--- config.mk ---
export PLATFORM = sky130hd
export DESIGN_NAME = iterative_divider_n
export DESIGN_NICKNAME = d
export VERILOG_FILES = /design/src/rtl/divider_pkg.sv /design/src/rtl/divider_fsm.sv /design/src/rtl/iterative_divider_n.sv
export SDC_FILE = /design/constraint.sdc
export NUM_CORES = 1
export LEC_CHECK = 0
export ABC_AREA = 1
export CAP_MARGIN = 20
export CORE_ASPECT_RATIO = 0.7
export CORE_MARGIN = 4
export CORE_UTILIZATION = 60
export DETAILED_ROUTE_END_ITERATION = 10
export DONT_BUFFER_PORTS = 1
export PLACE_DENSITY_LB_ADDON = 0.25
export REMOVE_ABC_BUFFERS = 1
export SYNTH_ARGS = -nofsm -noshare
export SYNTH_HDL_FRONTEND = slang
export SYNTH_SLANG_ARGS = --single-unit
--- constraint.sdc ---
create_clock -name clk -period 2.5 [get_ports clk]
set_input_delay 0.375 -clock clk [delete_from_list [all_inputs] [get_ports clk]]
set_output_delay 0.375 -clock clk [all_outputs]
set_load 0.01 [all_outputs]
--- src/rtl/divider_pkg.sv ---
// divider_pkg: shared state encoding and constants for the iterative divider
package divider_pkg;
  localparam int SW = 3;
  typedef enum logic [SW-1:0] {S_IDLE, S_LOAD, S_ITER, S_FIX, S_DONE} state_t;
  localparam logic [63:0] DBZ_Q = '1;
endpackage

--- src/rtl/divider_fsm.sv ---
// divider_fsm: controller sequencing load, N restoring iterations, sign fix and done handshake
module divider_fsm
  import divider_pkg::*;
(
  input  logic clk,
  input  logic reset,
  input  logic E,
  input  logic zC,
  input  logic bz,
  input  logic cout,
  output logic LAB,
  output logic EA,
  output logic EC,
  output logic sclrR,
  output logic LR,
  output logic ER,
  output logic EF,
  output logic done,
  output logic busy
);
  state_t state, nxt;
  always_ff @(posedge clk) begin
    if (!reset) begin
      state <= S_IDLE;
      done  <= 1'b0;
      busy  <= 1'b0;
    end else begin
      state <= nxt;
      done  <= state == S_DONE;
      busy  <= state inside {S_LOAD, S_ITER, S_FIX};
    end
  end
  always_comb begin
    nxt   = state;
    LAB   = state == S_IDLE && E;
    sclrR = state == S_LOAD;
    EA    = state == S_ITER;
    EC    = state == S_ITER;
    ER    = state == S_ITER;
    LR    = state == S_ITER && cout;
    EF    = state == S_FIX;
    case (state)
      S_IDLE:  nxt = E ? S_LOAD : S_IDLE;
      S_LOAD:  nxt = bz ? S_DONE : S_ITER;
      S_ITER:  nxt = zC ? S_FIX : S_ITER;
      S_FIX:   nxt = S_DONE;
      S_DONE:  nxt = E ? S_DONE : S_IDLE;
      default: nxt = S_IDLE;
    endcase
  end
endmodule

--- src/rtl/iterative_divider_n.sv ---
// iterative_divider_n: N-bit restoring divider with signed mode, divide-by-zero flag and busy/done handshake
module iterative_divider_n
  import divider_pkg::*;
#(
  parameter int N = 8
) (
  input  logic         clk,
  input  logic         reset,
  input  logic         E,
  input  logic         sgn,
  input  logic [N-1:0] A,
  input  logic [N-1:0] B,
  output logic [N-1:0] Q,
  output logic [N-1:0] R,
  output logic         busy,
  output logic         done,
  output logic         dbz
);
  localparam int CW = $clog2(N);
  logic [N-1:0] a_l, b_l, areg, breg, rreg, diff, a_mag, b_mag;
  logic [N:0] rp;
  logic [CW-1:0] cnt;
  logic s_l, neg_q, neg_r, zC, bz, cout;
  logic LAB, EA, EC, sclrR, LR, ER, EF;
  assign bz    = b_l == '0;
  assign zC    = cnt == '0;
  assign rp    = {rreg, areg[N-1]};
  assign diff  = rp[N-1:0] - breg;
  assign cout  = rp >= {1'b0, breg};
  assign a_mag = s_l && a_l[N-1] ? -a_l : a_l;
  assign b_mag = s_l && b_l[N-1] ? -b_l : b_l;
  divider_fsm u_fsm (
    .clk(clk), .reset(reset), .E(E), .zC(zC), .bz(bz), .cout(cout),
    .LAB(LAB), .EA(EA), .EC(EC), .sclrR(sclrR), .LR(LR), .ER(ER), .EF(EF),
    .done(done), .busy(busy)
  );
  always_ff @(posedge clk) begin
    if (!reset) begin
      a_l   <= '0;
      b_l   <= '0;
      s_l   <= 1'b0;
      areg  <= '0;
      breg  <= '0;
      rreg  <= '0;
      cnt   <= '0;
      neg_q <= 1'b0;
      neg_r <= 1'b0;
      Q     <= '0;
      R     <= '0;
      dbz   <= 1'b0;
    end else begin
      if (LAB) begin
        a_l <= A;
        b_l <= B;
        s_l <= sgn;
        dbz <= 1'b0;
      end
      if (sclrR) begin
        if (bz) begin
          Q   <= DBZ_Q[N-1:0];
          R   <= a_l;
          dbz <= 1'b1;
        end
        areg  <= a_mag;
        breg  <= b_mag;
        rreg  <= '0;
        cnt   <= CW'(N - 1);
        neg_q <= s_l & (a_l[N-1] ^ b_l[N-1]);
        neg_r <= s_l & a_l[N-1];
      end
      // quotient bits shift into the dividend register as it empties
      if (ER) rreg <= LR ? diff : rp[N-1:0];
      if (EA) areg <= {areg[N-2:0], LR};
      if (EC) cnt <= cnt - CW'(1);
      if (EF) begin
        Q <= neg_q ? -areg : areg;
        R <= neg_r ? -rreg : rreg;
      end
    end
  end
endmodule

Word level (Yosys, flattened, before mapping)
Cells that the tools add are included.

word-level totals
  flip-flop bits (word level) = 68
  bits in latches = 0
  memory bits (writable) = 0
  memory bits (read-only) = 0
  input port bits = 20
  output and inout port bits = 19
  memories kept = 0

cells by class
  $add $sub $neg = 6
  multipliers = 0
  divide/modulo/power cells = 0
  magnitude comparators = 1
  eq/ne operators = 4
  shift-type cells = 0
  multiplexer cells = 25
  bitwise operators = 3
  reduce and logical (&&, ||, !) cells = 12

operators with widths
  cell                   number
  $mux W8                15
  $neg A8 Y8             4
  $pmux W3 S5            1
  $mux W3                4
  $ge A9 B8 Y1           1
  $logic_not A8 Y1       1
  $sub A8 B8 Y8          1
  $eq A3 B2 Y1 const B   2
  $logic_not A3 Y1       2
  $reduce_bool A2 Y1     3
  $mux W1                5
  $logic_and A1 B1 Y1    4
  $eq A3 B1 Y1 const B   1
  $eq A3 B3 Y1 const B   1
  $reduce_bool A3 Y1     1
  $sub A3 B1 Y3 const B  1
  $and A1 B1 Y1          2
  $reduce_and A2 Y1      1
  $xor A1 B1 Y1          1

Longest topological paths before layout
  depth in word-level cells = 5
  mapped depth = 13
  depth with buffers taken out = 13

Cells and area by module
A second synthesis with hierarchy kept.

second synthesis, totals
  cells, all modules = 531
  area, all modules = 3683.5 µm²

modules (own cells, without submodules)
  module               times used  cells an instance  area each (µm²)  seq. area each (µm²)
  iterative_divider_n  1           498                3438.3           1261.2
  divider_fsm          1           33                 245.2            100.1

Least setup slack after synthesis
No wires, ideal clock.

  path type = register to register
  start point = register breg[2]
  end point = register rreg[7]
  setup time = 0.132 ns
  arrival = 1.508 ns
  slack = 0.860 ns
  cell stages (with the launch flop) = 13
  buffers on the path = 0
  clock period less this slack = 1.640 ns
  cell sequence = dfxtp_1 -> inv_1 -> ha_1 -> nand2_1 -> nor2_1 -> nand3_1 -> nand2_1 -> nor2_2 -> nand2_2 -> nand2_1 -> nand2_1 -> nand2_1 -> a21oi_1

between the ends
  cells in the longest elaborated chain, start to end = 4
  elaborated cells on any way between the ends = 5

ends and longest elaborated chain
  what                       line                       text
  start: declaration         iterative_divider_n.sv:20  logic [N-1:0] a_l, b_l, areg, breg, rreg, diff, a_mag, b_mag;
  start signal: assignment   iterative_divider_n.sv:65  breg <= b_mag;
  $ge A9 B8 Y1               iterative_divider_n.sv:29  assign cout = rp >= {1'b0, breg};
  $logic_and A1 B1 Y1        divider_fsm.sv:40          LR = state == S_ITER && cout;
  $mux W8 (*) (2 in series)  iterative_divider_n.sv:72  if (ER) rreg <= LR ? diff : rp[N-1:0];
  end signal: assignment     iterative_divider_n.sv:72
  end: declaration           iterative_divider_n.sv:20

Mark *: on every way between the ends. The rest lies on a longest branch, timed or not.
A chain may end at the register's enable or synchronous reset.

Worst setup path after layout
  start point = register areg[7]
  end point = register rreg[7]

between the ends
  cells in the longest elaborated chain, start to end = 4
  elaborated cells on any way between the ends = 5

ends and longest elaborated chain
  what                       line                       text
  start: declaration         iterative_divider_n.sv:20
  start signal: assignment   iterative_divider_n.sv:64  areg <= a_mag;
  start signal: assignment   iterative_divider_n.sv:73  if (EA) areg <= {areg[N-2:0], LR};
  $ge A9 B8 Y1               iterative_divider_n.sv:29
  $logic_and A1 B1 Y1        divider_fsm.sv:40
  $mux W8 (*) (2 in series)  iterative_divider_n.sv:72

Marked as above.

==> out/qor.csv <==
metric;value;unit
core area;5813;µm²
Wirelength per Cell;15.41;µm
Finished Cell Area;3921;µm²
CTS clk-pin slew, worst paths;80;ps
initial antenna violation count;0;
mean post-synth cell area;6.902;µm²
Hold Crit Depth;2;
final wirelength;9.371;mm
effective utilization at floorplan;63.04;%
max-slew violation count;0;
slowest CP cell;dfxtp_1;
first-pass GRT wire length;15.23;mm
CP max FO;9;
routability congestion estimate from global placement;0.9642;
routed vias;3467;
number of global-route vias before repair;3063;
Post-CTS Hold Fix Bufs;0;
placement row count;23;
Worst Hold Class;primary input to flip-flop;
Mapped Area;3665;µm²
sequential share of the synthesized area;37.15;%
clock tree sinks;68;
RR Endpoint;rreg[7]$_SDFFE_PN0P_;
CP peak stage delay;380;ps
Crit path required time;2750;ps
clk_skew;7.407;ps
crit path DAT;2190;ps
worst vdd rail ir drop;0.4548;mV
post-CTS setup buffer count;0;
gr usage total;26.43;%
fin nets;563;
initial DRC count;308;
Worst Reg-to-Reg Cells;12;
PD cells;956.1;nW/µm²
RSZ-0062 raised after global routing;no;
Post-Synthesis Cells;531;
pin count of the biggest net entering global routing;41;
routed vias/inst;5.702;
Num CTS Buffers;9;
crit share post-route;77.56;%
Skew-Pair Late Insertion Delay;350;ps
Clock Path Buffers;2;
FILL cells;505;
# IOs;39;
Hold EP;R[5]$_SDFFE_PN0P_;
most frequent CP cell;nand2_1;
H-tree depth;3;
die height;73.39;µm
crit end category;flip-flop;
worst slew pin tran;742.2;ps
Setup WS post-layout;561.0;ps
CTS resizes;0;
FF+latch count, synth;68;
number of distinct library cells after synthesis;35;
status;completed;
ANT nets after route;0;
hold path start;reset;
drt drc;0;
CTS tree;built;
kind of critical path;flip-flop to flip-flop;
final count of hold timing violations;0;
yosys warns;0;
Placed Area;3711;µm²
Die Wd;101.4;µm
DIE AREA;7442;µm²
Crit path max-delay family;simple AND/OR/NAND/NOR gates;
post-DP HPWL;6.831;mm
share of layout cells above drive strength 1;7.505;%
antenna fix cells;0;
Period minus WS final;1939;ps
cells along the critical path;inv_1, ha_1, nand2_1, nor2_1, nand3_1, nand2_1, nor2_2, nand2_2, nand2_1, nand2_1, nand2_1, a21oi_1;
setup TNS;0;ps
Buf+Inv Stages, Crit Path;1;
Leak;1.678;nW
Finished Core Util;67.46;%
RR Startpoint;areg[7]$_SDFFE_PN0P_;
Syn-to-layout area delta;6.999;%
grt ovf;0;
FMAX;515.7;MHz
port buffer count;0;
Pre-antenna DRT Iters;5;
MaxCap Viol Count;0;
critical path launch point type;flip-flop;
Slew Limit Headroom;50.47;%
reg-to-reg setup timing slack;560;ps
final count of negative-setup-slack endpoints;0;
clock root buffer;clkbuf_8;
pre-CTS WS;594.3;ps
==> cells in the mapped netlist <==
cell,n,area [µm²]
nand2_4,1,11.26
or2_2,3,18.77
nor2_1,27,101.4
nor2_2,1,6.260
nor4_1,1,6.260
nand2_2,2,12.51
nand3b_1,3,22.52
nand2_1,108,405.4
nor3_2,1,10.01
buf_2,6,30.03
o221ai_1,1,8.760
xnor2_1,2,17.52
o21a_1,2,15.01
a211oi_2,1,12.51
ha_1,14,175.2
clkbuf_1,12,45.04
xor2_1,5,43.79
nand4_1,2,12.51
a221oi_1,2,17.52
dfxtp_1,68,1361
fa_1,1,20.02
inv_2,6,22.52
nor3_4,1,16.27
o211ai_1,5,37.54
buf_6,2,22.52
nand4_4,1,21.27
a21oi_1,57,285.3
nand3_1,53,265.3
a31oi_1,9,56.30
o21ai_1,5,25.02
o31ai_1,1,7.510
o21ai_0,47,235.2
o22ai_1,1,6.260
inv_1,72,270.3
nor3_1,8,40.04
==> per-stage QoR <==
stage               total power [W]  hold WS (ps)  std cells
floorplan                  0.002433         449.5        511
global placement           0.002749         472.3        592
detailed placement         0.002775         481.0        592
CTS                        0.003739         127.6        608
global route               0.004022         140.2        608
finish                     0.003749         156.4        608
==> placed cells by master (no fill, tap or decap), types with 3 or more instances in the layout <==
cell type and n:
dfxtp_1 68, inv_1 72, or2_2 3, a21oi_1 57
nor2_1 27, a31oi_1 9, o21ai_1 5, o211ai_1 5
nand3b_1 3, nand3_1 53, buf_4 6, o21ai_0 47
xor2_1 5, ha_1 14, nand2_1 108, clkbuf_8 11
nor3_1 7, inv_2 6
==> how the worst max path moves through the flow <==
stage                               from              endpoint  slack, ps  depth (start not counted)
2_1_floorplan  u_fsm.state[1]$_SDFF_PN0_   cnt[1]$_SDFFE_PN0P_        260                          6
3_3_place_gp        areg[7]$_SDFFE_PN0P_  rreg[7]$_SDFFE_PN0P_        630                         12
3_5_place_dp        areg[7]$_SDFFE_PN0P_  rreg[7]$_SDFFE_PN0P_        590                         12
4_1_cts             areg[7]$_SDFFE_PN0P_  rreg[7]$_SDFFE_PN0P_        580                         12
5_1_grt             areg[7]$_SDFFE_PN0P_  rreg[7]$_SDFFE_PN0P_        390                         12
6_report            areg[7]$_SDFFE_PN0P_  rreg[7]$_SDFFE_PN0P_        560                         12
==> sequential cells by signal (all words and copies together), names as in the netlist <==
register     cells
u_fsm.done       1
s_l              1
u_fsm.state      3
Q                8
R                8
dbz              1
b_l              8
areg             8
neg_q            1
cnt              3
neg_r            1
rreg             8
a_l              8
breg             8
u_fsm.busy       1
==> worst register-to-register path, cell delays in order, from the launching register on <==
cell	delay (ps)
dfxtp_1	380
inv_1	90
ha_1	350
nand2_1	90
nor2_1	40
nand3_1	60
nand2_1	60
nor2_2	260
nand2_2	210
nand2_1	130
nand2_1	60
nand2_1	50
a21oi_1	50
==> cell families after synthesis <==
group           Yosys count  share of synthesized area (%)
buf+inv                  98                          10.65
simple gates            212                          25.91
flops                    68                          37.15
fa+ha+maj                15                          5.326
compound gates          131                          19.29
xor+xnor                  7                          1.673
==> power by group <==
group / total [W] / internal, W / switching [W]
Clock: 0.000959 / 0.000517 / 0.000442
Combinational: 0.00142 / 0.000476 / 0.000946
Sequential: 0.00137 / 0.00123 / 0.000142
==> final cells by class <==
class,count,area [µm²],share of cell area [%]
tap,75,93.84,2.393
timing repair buffer,6,45.04,1.149
clock buffer,11,151.4,3.861
inverter,78,292.8,7.467
clock inverter,5,58.81,1.500
multi-input combinational,365,1918,48.92
sequential,68,1361,34.72
==> layer usage <==
metal,vias up,track usage [%],wire [µm]
met4,0,7.817,123
met5,-,0,0
li1,1744,-,-
met3,17,7.685,926
met1,1549,39.03,4534
met2,157,37.03,3786
(Power assumes the default switching activity.)
